$ cat config.mk
export PLATFORM = sky130hd
export DESIGN_NAME = k285_multilane_sync
export DESIGN_NICKNAME = d
export VERILOG_FILES = /design/src/rtl/k285_pkg.sv /design/src/rtl/k285_lane_sync.sv /design/src/rtl/k285_multilane_sync.sv
export SDC_FILE = /design/constraint.sdc
export NUM_CORES = 1
export LEC_CHECK = 0
export BUFFER_PORTS_ARGS = -buffer_cell sky130_fd_sc_hd__clkbuf_2
export CAP_MARGIN = 25
export CORE_MARGIN = 5
export CORE_UTILIZATION = 30
export DETAILED_ROUTE_END_ITERATION = 16
export PLACE_DENSITY = 0.49
export REMOVE_ABC_BUFFERS = 1
export SYNTH_ARGS = -nofsm -noshare
export SYNTH_HDL_FRONTEND = slang
export SYNTH_SLANG_ARGS = --single-unit
export TNS_END_PERCENT = 10
$ cat constraint.sdc
create_clock -name clk -period 3.4 [get_ports clk]
set_clock_uncertainty 0.15 [all_clocks]
set_input_delay 0.34 -clock clk [delete_from_list [all_inputs] [get_ports clk]]
set_output_delay 0.34 -clock clk [all_outputs]
set_load 0.005 [all_outputs]
$ cat src/rtl/k285_pkg.sv
// Shared definitions for the K28.5 multi-lane symbol-lock block.
// Optional feature macro: LANE_ERR_CNT_EN (per-lane lock-loss counters).
package k285_pkg;

  localparam logic [7:0] COMMA_K285 = 8'hBC;

  typedef enum logic [1:0] {
    HUNT   = 2'd0,
    VERIFY = 2'd1,
    LOCKED = 2'd2
  } lane_state_e;

  // Saturating 8-bit increment; the error counter sticks at 8'hFF.
  function automatic logic [7:0] sat_inc8(input logic [7:0] v);
    return (v == 8'hFF) ? v : v + 8'd1;
  endfunction

endpackage

$ cat src/rtl/k285_lane_sync.sv
// One RX lane: registered data, comma flag, and the comma-lock FSM.
// Optional feature macro: LANE_ERR_CNT_EN adds a saturating LOCKED->HUNT counter.
//
//  state  | meaning
//  HUNT   | searching for the first comma
//  VERIFY | counting commas, each within MAX_GAP symbols of the last
//  LOCKED | symbol lock; counting consecutive missed comma windows
import k285_pkg::*;

module k285_lane_sync #(
  parameter int            DW         = 8,
  parameter logic [DW-1:0] COMMA      = DW'(COMMA_K285),
  parameter int            LOCK_CNT   = 4,
  parameter int            MAX_GAP    = 16,
  parameter int            UNLOCK_CNT = 4
) (
  input  logic          clk,
  input  logic          rst,
  input  logic          enb,
  input  logic [DW-1:0] rx_data_i,
  output logic [DW-1:0] rx_data_o,
  output logic          k285_o,
  output logic          rx_valid_o,
  output logic          lane_locked_o,
  output logic          lock_next_o
`ifdef LANE_ERR_CNT_EN
  , output logic [7:0]  err_cnt_o
`endif
);

  localparam int CW = $clog2(LOCK_CNT + 1);
  localparam int GW = $clog2(MAX_GAP + 1);
  localparam int MW = $clog2(UNLOCK_CNT + 1);

  lane_state_e   state_q, state_d;
  logic [CW-1:0] comma_cnt_q, comma_cnt_d, comma_inc;
  logic [GW-1:0] gap_q, gap_d, gap_inc;
  logic [MW-1:0] miss_q, miss_d, miss_inc;
  logic [DW-1:0] data_q, data_d;
  logic          k285_q, k285_d;
  logic          locked_q, locked_d;
  logic          valid_q, valid_d;
  logic          is_comma;
`ifdef LANE_ERR_CNT_EN
  logic [7:0]    err_q, err_d;
`endif

  assign is_comma  = (rx_data_i == COMMA);
  assign comma_inc = comma_cnt_q + CW'(1);
  assign gap_inc   = gap_q + GW'(1);
  assign miss_inc  = miss_q + MW'(1);

  // Next-state: lock FSM plus output flags, all judged on the incoming symbol.
  always_comb begin
    state_d     = state_q;
    comma_cnt_d = comma_cnt_q;
    gap_d       = gap_q;
    miss_d      = miss_q;
    data_d      = data_q;
    k285_d      = k285_q;
    locked_d    = locked_q;
    valid_d     = valid_q;
`ifdef LANE_ERR_CNT_EN
    err_d       = err_q;
`endif
    if (enb) begin
      case (state_q)
        HUNT: begin
          if (is_comma) begin
            state_d     = VERIFY;
            comma_cnt_d = CW'(1);
            gap_d       = '0;
          end
        end
        VERIFY: begin
          if (is_comma) begin
            comma_cnt_d = comma_inc;
            gap_d       = '0;
            if (comma_inc == CW'(LOCK_CNT)) begin
              state_d = LOCKED;
              miss_d  = '0;
            end
          end else if (gap_inc == GW'(MAX_GAP)) begin
            state_d     = HUNT;
            comma_cnt_d = '0;
            gap_d       = '0;
            miss_d      = '0;
          end else begin
            gap_d = gap_inc;
          end
        end
        LOCKED: begin
          if (is_comma) begin
            gap_d  = '0;
            miss_d = '0;
          end else if (gap_inc == GW'(MAX_GAP)) begin
            gap_d = '0;
            if (miss_inc == MW'(UNLOCK_CNT)) begin
              state_d     = HUNT;
              comma_cnt_d = '0;
              miss_d      = '0;
`ifdef LANE_ERR_CNT_EN
              err_d       = sat_inc8(err_q);
`endif
            end else begin
              miss_d = miss_inc;
            end
          end else begin
            gap_d = gap_inc;
          end
        end
        default: begin
          state_d     = HUNT;
          comma_cnt_d = '0;
          gap_d       = '0;
          miss_d      = '0;
        end
      endcase
      data_d   = rx_data_i;
      k285_d   = is_comma;
      locked_d = (state_d == LOCKED);
      valid_d  = locked_d && !is_comma;
    end
  end

  // State and output registers; reset wins over the symbol strobe.
  always_ff @(posedge clk) begin
    if (rst) begin
      state_q     <= HUNT;
      comma_cnt_q <= '0;
      gap_q       <= '0;
      miss_q      <= '0;
      data_q      <= '0;
      k285_q      <= 1'b0;
      locked_q    <= 1'b0;
      valid_q     <= 1'b0;
`ifdef LANE_ERR_CNT_EN
      err_q       <= '0;
`endif
    end else begin
      state_q     <= state_d;
      comma_cnt_q <= comma_cnt_d;
      gap_q       <= gap_d;
      miss_q      <= miss_d;
      data_q      <= data_d;
      k285_q      <= k285_d;
      locked_q    <= locked_d;
      valid_q     <= valid_d;
`ifdef LANE_ERR_CNT_EN
      err_q       <= err_d;
`endif
    end
  end

  assign rx_data_o     = data_q;
  assign k285_o        = k285_q;
  assign rx_valid_o    = valid_q;
  assign lane_locked_o = locked_q;
  assign lock_next_o   = locked_d;
`ifdef LANE_ERR_CNT_EN
  assign err_cnt_o     = err_q;
`endif

endmodule

$ cat src/rtl/k285_multilane_sync.sv
// Multi-lane K28.5 comma detector / symbol-lock wrapper for the RX path.
// Optional feature macro: LANE_ERR_CNT_EN exposes per-lane lock-loss counters.
import k285_pkg::*;

module k285_multilane_sync #(
  parameter int            NLANES     = 4,
  parameter int            DW         = 8,
  parameter logic [DW-1:0] COMMA      = DW'(COMMA_K285),
  parameter int            LOCK_CNT   = 4,
  parameter int            MAX_GAP    = 16,
  parameter int            UNLOCK_CNT = 4
) (
  input  logic                 clk,
  input  logic                 rst,
  input  logic                 enb,
  input  logic [NLANES*DW-1:0] rx_data_i,
  output logic [NLANES*DW-1:0] rx_data_o,
  output logic [NLANES-1:0]    k285_o,
  output logic [NLANES-1:0]    rx_valid_o,
  output logic [NLANES-1:0]    lane_locked_o,
  output logic                 all_locked_o
`ifdef LANE_ERR_CNT_EN
  , output logic [NLANES*8-1:0] err_cnt_o
`endif
);

  logic [NLANES-1:0] lock_next;
  logic              all_locked_q;

  for (genvar i = 0; i < NLANES; i++) begin : g_lane
    k285_lane_sync #(
      .DW         (DW),
      .COMMA      (COMMA),
      .LOCK_CNT   (LOCK_CNT),
      .MAX_GAP    (MAX_GAP),
      .UNLOCK_CNT (UNLOCK_CNT)
    ) u_lane (
      .clk           (clk),
      .rst           (rst),
      .enb           (enb),
      .rx_data_i     (rx_data_i[i*DW +: DW]),
      .rx_data_o     (rx_data_o[i*DW +: DW]),
      .k285_o        (k285_o[i]),
      .rx_valid_o    (rx_valid_o[i]),
      .lane_locked_o (lane_locked_o[i]),
      .lock_next_o   (lock_next[i])
`ifdef LANE_ERR_CNT_EN
      , .err_cnt_o   (err_cnt_o[i*8 +: 8])
`endif
    );
  end

  // Aggregate lock from next-state lane locks so it moves with lane_locked_o.
  always_ff @(posedge clk) begin
    if (rst) begin
      all_locked_q <= 1'b0;
    end else if (enb) begin
      all_locked_q <= &lock_next;
    end
  end

  assign all_locked_o = all_locked_q;

endmodule

======== After elaboration in Yosys (flattened, before gate mapping) ========
Index checks and enable logic that the tools add are counted.
word-level totals
  register bits after elaboration ......... 97
  input bits .............................. 35
  output and inout port bits .............. 45
  logic and storage cells ................. 242
operators by class
  add/sub/neg operators ................... 12
  eq/ne operators ......................... 56
  muxes and demuxes ....................... 108
  bitwise operators ....................... 4
  reduce and logical (&&, ||, !) cells .... 29
operators by type and width
  operator                                                                  number
  3-bit two-way mux                                                         44
  3-bit one-hot mux with 3 select lines                                     8
  2-bit two-way mux                                                         32
  5-bit two-way mux                                                         12
  5-bit one-hot mux with 2 select lines                                     4
  8-bit == test (second input constant)                                     4
  3-bit by 1-bit adder with 3-bit output (second input constant)            8
  3-bit == test (second input constant)                                     8
  2-bit by 1-bit inequality test with 1-bit output (second input constant)  12
  3-bit by 1-bit inequality test with 1-bit output (second input constant)  8
  2-bit one-hot mux with 3 select lines                                     4
  6-bit AND reduction                                                       4
  5-bit by 1-bit adder with 5-bit output (second input constant)            4
  5-bit == test (second input constant)                                     4
  5-bit AND reduction                                                       4
  2-bit == test (second input constant)                                     8
  3-bit inequality test (second input constant)                             4
  2-bit by 1-bit == test with 1-bit output (second input constant)          4
  2-bit zero test                                                           4
  2-bit inequality test (second input constant)                             4
  2-bit AND reduction                                                       4
  2-bit OR reduction                                                        4
  1-bit logical AND                                                         4
  1-bit zero test                                                           4
  other kinds (3)                                                           9

======== Depth between registers and ports, before layout ========
  word-level depth ........................ 10
  mapped depth ............................ 8
  depth with buffers taken out ............ 8

======== Cells and area by module ========
From an unflattened synthesis, not the netlist that was laid out.
second synthesis, totals
  cell total of the unflattened synthesis .. 591
  area total of the unflattened synthesis .. 5366.4 µm²
modules (own cells, without submodules)
  module                                  instances  cells an instance  area an instance (µm²)  sequential area each (µm²)
  k285_lane_sync at g_lane[2].u_lane ...  2          150                1337.5                  480.5
  k285_lane_sync at g_lane[0].u_lane ...  2          143                1320.0                  480.5
  k285_multilane_sync                     1          5                  51.3                    20.0

======== Worst setup path after synthesis ========
No wires, ideal clock.
  path type ............................... register -> register
  start ................................... register g_lane[1].u_lane.miss_q[0]
  end ..................................... register g_lane[1].u_lane.comma_cnt_q[1]
  library setup time ...................... 70 ps
  arrival ................................. 1932 ps
  required time ........................... 3180 ps
  setup slack ............................. 1247 ps
  stages on the path, launching flop included .. 8
  buffers on the path ..................... 0
  clock period less this slack ............ 2153 ps
  path through ............................ dfxtp_1 ha_1 xor2_1 nand2_1 o41ai_4 inv_2 or4_1 a21oi_1
on the way
  cells in the longest elaborated chain, start to end .. 4
ends and longest elaborated chain
  what                                                               line                   source
  start: declaration                                                 k285_lane_sync.sv:38   logic [MW-1:0] miss_q, miss_d, miss_inc;
  start signal: assignment                                           k285_lane_sync.sv:144  miss_q <= miss_d;
  3-bit by 1-bit adder with 3-bit output                             k285_lane_sync.sv:51   assign miss_inc = miss_q + MW'(1);
  3-bit == test                                                      k285_lane_sync.sv:98   if (miss_inc == MW'(UNLOCK_CNT)) begin
  2-bit by 1-bit inequality test with 1-bit output (no source line)  n/a
  6-bit AND reduction (no source line)                               n/a
  end signal: assignment                                             k285_lane_sync.sv:142  comma_cnt_q <= comma_cnt_d;
  end: declaration                                                   k285_lane_sync.sv:36   logic [CW-1:0] comma_cnt_q, comma_cnt_d, comma_inc;
No other way between the ends.
A chain may end at the register's enable or synchronous reset.

======== Worst setup path after layout ========
  start ................................... register g_lane[3].u_lane.gap_q[0]
  end ..................................... register g_lane[3].u_lane.miss_q[2]
on the way
  cells in the longest elaborated chain, start to end .. 4
  elaborated cells between the ends (all ways) .. 5
  classes of those cells .................. add/sub (1); eq/ne (3); reduce/logical (1)
ends and longest elaborated chain
  what                                                               line                                        source
  start: declaration                                                 k285_lane_sync.sv:37                        logic [GW-1:0] gap_q, gap_d, gap_inc;
  start signal: assignment                                           k285_lane_sync.sv:143                       gap_q <= gap_d;
  5-bit by 1-bit adder with 5-bit output (*)                         k285_lane_sync.sv:50                        assign gap_inc = gap_q + GW'(1);
  5-bit == test (*)                                                  k285_lane_sync.sv:83, k285_lane_sync.sv:96
  3-bit by 1-bit inequality test with 1-bit output (no source line)  n/a
  5-bit AND reduction (no source line) (*)                           n/a
  end signal: assignment                                             k285_lane_sync.sv:144
  end: declaration                                                   k285_lane_sync.sv:38
Every way passes the cells marked *; elsewhere a longest branch is shown, timed or not.

==> results.cfg <==
[setup_path]
crit_type = register to register
end_kind = register
r2r-start = g_lane[3].u_lane.gap_q[0]
start_kind = register
crit_start = g_lane[3].u_lane.gap_q[0]
cp.required_ns = 3.53
cp_max_fo = 7
worst-endpoint-arrival_ns = 2.64

[route]
antenna_left = 0
drtIter0Drc = 272
drt_wl_total_um = 13190
drc = 0
vias = 4736
first_pass_iters = 5
vias_per_cell = 5.176
wl_per_cell_um = 14.42

[final_layout]
final_util_pct = 35.63
drive_above_1_share_pct = 16.81
finalNonFillerCells = 915
final_area_um2 = 6183
nets = 756
antenna_cells = 0
area_growth_pct = 15.87

[synth]
yosys.area.top_type_share_pct = 36.39
synthArstFlopShare_pct = 0
yosysMostFrequentCell = dfxtp_1
synth-seq-area-share_pct = 36.39
synth_commonest_cells = dfxtp_1 (97), nor2_1 (84), nand2_1 (60)
synth_edf_count = 0
synth_area_leaders = dfxtp_1 (36%), ha_1 (8.4%), mux2i_1 (6.6%)
ys_ff_latch = 97
ys_types = 65
syn_area_per_cell_um2 = 8.579
synth-warning-count = 0
ys.flop_type = dfxtp_1
synth_top_cell_by_area = dfxtp_1
netlist_area_um2 = 5336
syn_inst = 622

[clock_tree]
cts_tree = done
cts_hold_buf = 0
clk_pin_slew_ns = 0.07
cts_buffers = 9
cts-root-buf = clkbuf_16
cts-htree-levels = 3
cts_buffer_depth = 2
cts_setup_buffers = 0
cts.sinks = 97
ctsResizeCount = 0
clkLatencyLatePin_ns = 0.35

[sta]
hold_ws_ns = 0.08946
rsz0062_at_grt = no
max_freq_mhz = 398.1
fin_tns_setup_ns = 0
worst_slack_ns = 0.8881
max_slew_margin_pct = 42.48
finalSetupViolations = 0
hold_viol = 0
min_period_ns = 2.512
worst_pin_slew_ns = 0.8597
fin_crit_sh_pct = 73.88
drv_slew = 0

[floorplan]
ios = 80
fp.dieH_um = 143.4
start_util_pct = 30.75
die_x_um = 143.4
dieArea_um2 = 20560
core_um2 = 17360
rows = 48

[power]
p_per_area_nw_per_um2 = 383.3
p_leak_nw = 2.541
ir_drop_v = 0.0002450
total_power_mw = 2.370

[hold_path]
min_path_type = input pin to register
min-delay-start = rx_data_i[17]

[grt]
busiest_layer = met2
use_met3_pct = 2.662
grtUsageTotal_pct = 12.92
grt_pass1_vias = 4523
antenna_found_initial = 0
use_met1_pct = 16.41
grt_overflow = 0
grt_max_degree = 51
grt_pass1_wl_um = 21780
grtUsageMet2_pct = 21.49

[placement]
place_hpwl_um = 9763
dp_slack_ns = 0.9250
port_buffers = 79
place.gp.congestion = 0.8203
dp_cells = 899
placed_cell_area_um2 = 5876

[run_status]
status = complete, no violations

[run]
maxCapViolCount = 0
[cells by family (layout without fill, tap and decap cells)]
logic type / count (synthesis) / count (layout) / share of synthesized area (%)
xor+xnor: 8 / 8 / 1.313
buf+inv: 55 / 123 / 4.900
fa+ha+maj: 36 / 36 / 8.441
mux: 39 / 39 / 7.479
flops: 97 / 97 / 36.39
simple gates: 240 / 240 / 22.42
compound gates: 147 / 147 / 19.06
[critical path: stages, from the launching register on]
cell and delay (ns):
dfxtp_1 0.44, ha_1 0.26, nand2_1 0.21, o311ai_2 0.41, o2111ai_1 0.33, or4_1 0.49
a21oi_1 0.16
[layout by cell type, fill, tap and decap left out, types with 3 or more instances in the layout]
cell	Yosys	final
dfxtp_1	97	97
a311oi_1	4	4
a31oi_1	3	3
nor4_1	6	6
o2111ai_1	6	6
nand4_1	11	11
a21oi_1	52	52
and4bb_1	3	3
nand2b_1	10	10
nand3_1	9	9
and4b_1	4	4
clkbuf_16	0	9
o31ai_1	11	11
ha_1	36	36
nor2b_1	4	4
or4_1	8	8
nor3_1	13	13
or3_1	10	10
a22oi_1	7	7
inv_1	20	20
clkinvlp_4	0	3
buf_4	12	5
nor2_1	84	84
o21ai_0	18	18
a21o_1	3	3
o211ai_1	4	4
mux2i_1	35	35
clkbuf_2	0	78
o21ai_1	12	12
mux2_2	3	3
nand2_1	60	60
nand4b_1	4	4
xor2_1	8	8
[metal layers]
metal	part of all wire [%]	up-vias
met1	46	2241
met5	0	-
li1	-	2383
met4	1.5	0
met3	4.7	11
met2	47	101
[sequential cells by signal (all words and copies together), names as in the netlist]
register,count
g_lane.u_lane.rx_data_o,32
all_locked_o,1
g_lane.u_lane.rx_valid_o,4
g_lane.u_lane.lane_locked_o,4
g_lane.u_lane.comma_cnt_q,12
g_lane.u_lane.gap_q,20
g_lane.u_lane.state_q,8
g_lane.u_lane.k285_o,4
g_lane.u_lane.miss_q,12
[area by class of cell]
type	instances	area, um2
Fill cell	1773	11170
Timing Repair Buffer	84	432.9
Sequential cell	97	1942
Inverter	23	86.33
Multi-Input combinational cell	470	3133
Tap cell	225	281.5
Clock inverter	7	82.58
Clock buffer	9	225.2
[path summary, 6_finish.rpt]
check / to / slack (ns) / depth (start not counted)
worst max register to register: g_lane[3].u_lane.miss_q[2] / 0.89 / 6
worst min register to register: g_lane[1].u_lane.lane_locked_o / 0.30 / 2
worst min-delay path: g_lane[2].u_lane.rx_data_o[1] / 0.09 / 3
worst max-delay path: g_lane[3].u_lane.miss_q[2] / 0.89 / 6
[power by group]
| part | switching [mW] | internal [mW] |
|---|---|---|
| clock | 0.475 | 0.577 |
| combinational | 0.0858 | 0.0625 |
| sequential | 0.0121 | 1.16 |
(Power assumes the default switching activity.)
